`src/rtl/arm_instr_encoder.sv`:
```
// Packs instruction field bundles into 32-bit ARM words and streams them
// into instruction memory through a registered write port.
module arm_instr_encoder #(
    parameter int ADDR_W = 6,
    parameter int DEPTH  = 64
) (
    input  logic              clk,
    input  logic              rst_n,
    input  logic              start,
    input  logic              in_valid,
    output logic              in_ready,
    input  logic              in_last,
    input  logic [1:0]        in_op,
    input  logic [1:0]        in_cmd,
    input  logic [3:0]        in_cond,
    input  logic              in_s,
    input  logic              in_imm_sel,
    input  logic [3:0]        in_rn,
    input  logic [3:0]        in_rd,
    input  logic [3:0]        in_rm,
    input  logic [23:0]       in_imm,
    output logic              imem_we,
    output logic [ADDR_W-1:0] imem_addr,
    output logic [31:0]       imem_wdata,
    output logic [ADDR_W:0]   wr_count,
    output logic              busy,
    output logic              full,
    output logic              done,
    output logic              err_illegal
);

    typedef enum logic [1:0] {
        S_IDLE,
        S_RUN,
        S_FULL
    } state_e;

    localparam logic [ADDR_W:0] DEPTH_C = (ADDR_W + 1)'(DEPTH);

    state_e            state_q, state_d;
    logic              we_q, we_d;
    logic [ADDR_W-1:0] addr_q, addr_d;
    logic [31:0]       wdata_q, wdata_d;
    logic [ADDR_W:0]   cnt_q, cnt_d, cnt_inc;
    logic              busy_q, full_q;
    logic              done_q, done_d;
    logic              err_q, err_d;

    logic [31:0]       enc;
    logic              legal;
    logic [3:0]        cmd_bits;
    logic              xfer;

    always_comb begin
        cmd_bits = 4'b0100;
        unique case (in_cmd)
            2'b00: cmd_bits = 4'b0100;
            2'b01: cmd_bits = 4'b0010;
            2'b10: cmd_bits = 4'b0000;
            2'b11: cmd_bits = 4'b1100;
        endcase
    end

    always_comb begin
        legal        = 1'b1;
        enc          = '0;
        enc[31:28]   = in_cond;
        enc[27:26]   = in_op;
        enc[19:16]   = in_rn;
        enc[15:12]   = in_rd;
        unique case (in_op)
            2'b00: begin
                enc[25]    = in_imm_sel;
                enc[24:21] = cmd_bits;
                enc[20]    = in_s;
                enc[11:0]  = in_imm_sel ? {4'h0, in_imm[7:0]}
                                        : {8'h00, in_rm};
                legal      = !(in_imm_sel && (|in_imm[23:8]));
            end
            2'b01: begin
                // Register offset sets I; immediate offset clears it.
                enc[25]    = ~in_imm_sel;
                enc[24]    = 1'b1;
                enc[23]    = 1'b1;
                enc[20]    = in_s;
                enc[11:0]  = in_imm_sel ? in_imm[11:0]
                                        : {8'h00, in_rm};
                legal      = !(in_imm_sel && (|in_imm[23:12]));
            end
            2'b10: begin
                enc[25:24] = 2'b10;
                enc[23:0]  = in_imm;
            end
            2'b11: begin
                legal      = 1'b0;
            end
        endcase
    end

    assign in_ready = (state_q == S_RUN);
    assign xfer     = in_valid & in_ready;
    assign cnt_inc  = cnt_q + 1'b1;

    always_comb begin
        state_d = state_q;
        we_d    = 1'b0;
        addr_d  = addr_q;
        wdata_d = wdata_q;
        cnt_d   = cnt_q;
        done_d  = 1'b0;
        err_d   = err_q;
        unique case (state_q)
            S_IDLE, S_FULL: begin
                if (start) begin
                    state_d = S_RUN;
                    cnt_d   = '0;
                    err_d   = 1'b0;
                end
            end
            S_RUN: begin
                if (xfer) begin
                    if (legal) begin
                        we_d    = 1'b1;
                        addr_d  = cnt_q[ADDR_W-1:0];
                        wdata_d = enc;
                        cnt_d   = cnt_inc;
                    end else begin
                        err_d   = 1'b1;
                    end
                    // in_last wins over the depth limit.
                    if (in_last) begin
                        state_d = S_IDLE;
                        done_d  = 1'b1;
                    end else if (legal && cnt_inc == DEPTH_C) begin
                        state_d = S_FULL;
                    end
                end
            end
            default: state_d = S_IDLE;
        endcase
    end

    always_ff @(posedge clk or negedge rst_n) begin
        if (!rst_n) begin
            state_q <= S_IDLE;
            we_q    <= 1'b0;
            addr_q  <= '0;
            wdata_q <= '0;
            cnt_q   <= '0;
            busy_q  <= 1'b0;
            full_q  <= 1'b0;
            done_q  <= 1'b0;
            err_q   <= 1'b0;
        end else begin
            state_q <= state_d;
            we_q    <= we_d;
            addr_q  <= addr_d;
            wdata_q <= wdata_d;
            cnt_q   <= cnt_d;
            busy_q  <= (state_d == S_RUN);
            full_q  <= (state_d == S_FULL);
            done_q  <= done_d;
            err_q   <= err_d;
        end
    end

    assign imem_we     = we_q;
    assign imem_addr   = addr_q;
    assign imem_wdata  = wdata_q;
    assign wr_count    = cnt_q;
    assign busy        = busy_q;
    assign full        = full_q;
    assign done        = done_q;
    assign err_illegal = err_q;

endmodule

```
`config.mk`:
```
export PLATFORM = sky130hd
export DESIGN_NAME = arm_instr_encoder
export DESIGN_NICKNAME = d
export VERILOG_FILES = /design/src/rtl/arm_instr_encoder.sv
export SDC_FILE = /design/constraint.sdc
export NUM_CORES = 1
export LEC_CHECK = 0
export CORE_MARGIN = 5
export CORE_UTILIZATION = 55
export DETAILED_ROUTE_END_ITERATION = 8
export DONT_BUFFER_PORTS = 1
export PLACE_DENSITY = 0.79
export SLEW_MARGIN = 25
export SYNTH_ARGS = -nofsm -noshare
export SYNTH_HDL_FRONTEND = slang
export SYNTH_SLANG_ARGS = --single-unit
```
`constraint.sdc`:
```
create_clock -name clk -period 1.8 [get_ports clk]
set_input_delay 0.27 -clock clk [delete_from_list [all_inputs] [get_ports clk]]
set_output_delay 0.27 -clock clk [all_outputs]
set_load 0.05 [all_outputs]
```
==> flow_summary.yaml <==
synth:
  ys.warnings.count: 0
  synthDominantCellAreaShare: 0.5242
  ys.flop_type: "dfrtp_1"
  yosysTopAreaCell: "dfrtp_1"
  synthArstFlopShare: 1.000
  synth_nets: 290
  synth.cell_area_um2: 2482
  ys_types: 42
  synth_area_per_cell_um2: 10.56
  synth_seq_cells: 52
  ys_seq_area_frac: 0.5242
  synth_edf_count: 0
  synth_area_leaders: "dfrtp_1 52%, mux2_2 6.4%, o21ai_0 6.0%"
  synthCells: 235
clocking:
  cts_root_buffer: "clkbuf_8"
  clock_path_buffers: 2
  clk_transition_reported_paths_ns: 0.09
  cts_made_buffers: 5
  tritoncts: "yes"
  clkLatencyLatePin_ns: 0.31
  clock_sinks: 52
  cts-htree-levels: 2
route:
  drt_wl_total_um: 5561
  ant_nets: 0
  drt_pass1_iterations: 5
  drtIter0Drc: 73
  wl_per_cell_um: 18.06
  via_count: 1844
  drc: 0
  avgViaCountPerCell: 5.987
finish:
  syn2layout_area_growth_pct: 13.21
  final_cells: 308
  final_common_cell: "dfrtp_1"
  drive_gt1_frac: 0.2266
  nFillCells: 345
  nets: 310
  layout_common_cells: "50 x dfrtp_1, 29 x o21ai_0, 20 x buf_4, 19 x inv_1, 18 x nor2_1"
  antennaDiodeCount: 0
setup_path:
  reg2reg_depth: 6
  cp_data_arrival_time_ns: 1.89
  worstSetupEndpointType: "register"
  worst-path-max-fanout: 25
  cp-start-kind: "register"
  worstSetupPathType: "reg -> reg"
  crit_required_ns: 2.00
timing:
  tightest_slew_ns: 0.5885
  fin_ws_ns: 0.1104
  slew_headroom: 0.6050
  fmaxAchievable_mhz: 591.9
  setup_viol: 0
  finalCriticalPeriod_ns: 1.690
  setup_tns_ns: 0
  finalMaxSlewViolations: 0
  worst_clock_skew_ns: 0.008504
  post-route-period-util: 0.9387
  hold_viol: 0
flow_run:
  maxCapViolCount: 0
floorplanning:
  placementRows: 24
  ios: 102
  die_w_um: 77.18
  core_area_um2: 4354
  die-area_um2: 5957
  start_util: 0.5701
  die_h_um: 77.18
grt:
  grt_pass1_vias: 1884
  grt_start_max_net_pins: 53
  overflow: 0
  track_usage: 0.1905
  grt_pass1_wl_um: 9108
  antenna_found_initial: 0
outcome:
  status: "finished, final reports clean"
placement:
  place.gp.congestion: 0.8865
  dp.cells: 298
  dp_hpwl_um: 4132
  io_buffers: 0
  dp_slack_ns: -0.1245
hold_path:
  hp-class: "in -> reg"
  min_path_cells: 1
pwr:
  leakagePower_nw: 1.259
  p_per_area_nw_per_um2: 1501
  ir_drop_v: 0.0008096
  total_power_w: 0.004218
==> power by group <==
part	switching (W)	internal, W	total [W]	leakage [nW]
clock	0.000364	0.000351	0.000716	0.0515
sequential	0.00127	0.00146	0.00273	0.647
combinational	0.000406	0.000367	0.000774	0.561
total	0.00204	0.00218	0.00422	1.26
==> flip-flops by register name (all words and copies together), names as in the netlist <==
register     cells
imem_wdata      32
imem_addr        6
state_q          2
full             1
err_illegal      1
imem_we          1
wr_count         7
busy             1
done             1
==> area by class of cell <==
class	count	area, um2	area share
Tap cell	52	65.06	0.02315
Sequential cell	52	1304	0.4639
Inverter	19	71.32	0.02538
Timing Repair Buffer	24	227.7	0.08103
Multi-Input combinational cell	153	1042	0.3709
Clock buffer	8	100.1	0.03562
==> per-layer routing <==
layer | GRT usage | part of all wire
met5 | 0 | 0
met4 | 0.08247 | 0.013
met3 | 0.06792 | 0.10
met2 | 0.3039 | 0.49
met1 | 0.2312 | 0.40
==> critical path: stages, from the launching register on <==
cell and delay, ns:
dfrtp_1 0.42, and3b_1 0.23, o21ai_1 0.19, o22ai_4 0.14, buf_12 0.18, buf_4 0.16, o221a_2 0.26
==> final timing paths <==
| kind | startpoint | to | slack, ns |
|---|---|---|---|
| max | state_q[0] | imem_wdata[17] | 0.11 |
| min | in_last | done | 0.10 |
| max reg2reg | state_q[0] | imem_wdata[17] | 0.11 |
| min reg2reg | wr_count[1] | wr_count[1] | 0.60 |
| max in group asynchronous | rst_n | wr_count[1] | 1.10 |
| min in group asynchronous | rst_n | imem_wdata[1] | 0.47 |
==> timing repair <==
action,CTS,global route
endpoints found under the hold margin,52,0
setup buffers,0,0
gates resized for setup,0,2
hold buffers,2,0
setup endpoints to repair,0,13
==> synthesized netlist by cell type (2+ instances only) <==
master     n
nand3_1   12
nor4_1     2
nand2b_1   2
inv_1     19
buf_6      4
mux2i_1    2
o22ai_1    2
o221ai_1   2
buf_2      2
o21ai_1    2
and3_1     2
o21ai_0   30
a21oi_1    6
or3_1      8
mux2_2    14
dfrtp_1   52
clkbuf_1   2
o221a_1    3
nand2_1   11
and2_1     4
o221a_2    5
nor2_1    18
buf_4      3
a22oi_1    4
nor2b_1    3
o21a_1     2
ha_1       4
==> metrics by stage <==
stage                     cell area, um2  hold slack (ns)  utilization
after CTS                           2808          0.09579       0.6448
after global routing                2810          0.08507       0.6454
final                               2810           0.1005       0.6454
after detailed placement            2670         -0.02475       0.6132
after floorplan                     2492         -0.02559            -
after global placement              2670         -0.02427       0.6132
==> cell families after synthesis <==
family,synth area share
compound gates,0.1547
xor+xnor,0.007058
fa+ha+maj,0.02016
buf+inv,0.06300
flops,0.5242
mux,0.07157
simple gates,0.1593
Power figures use the tool's default switching activity.
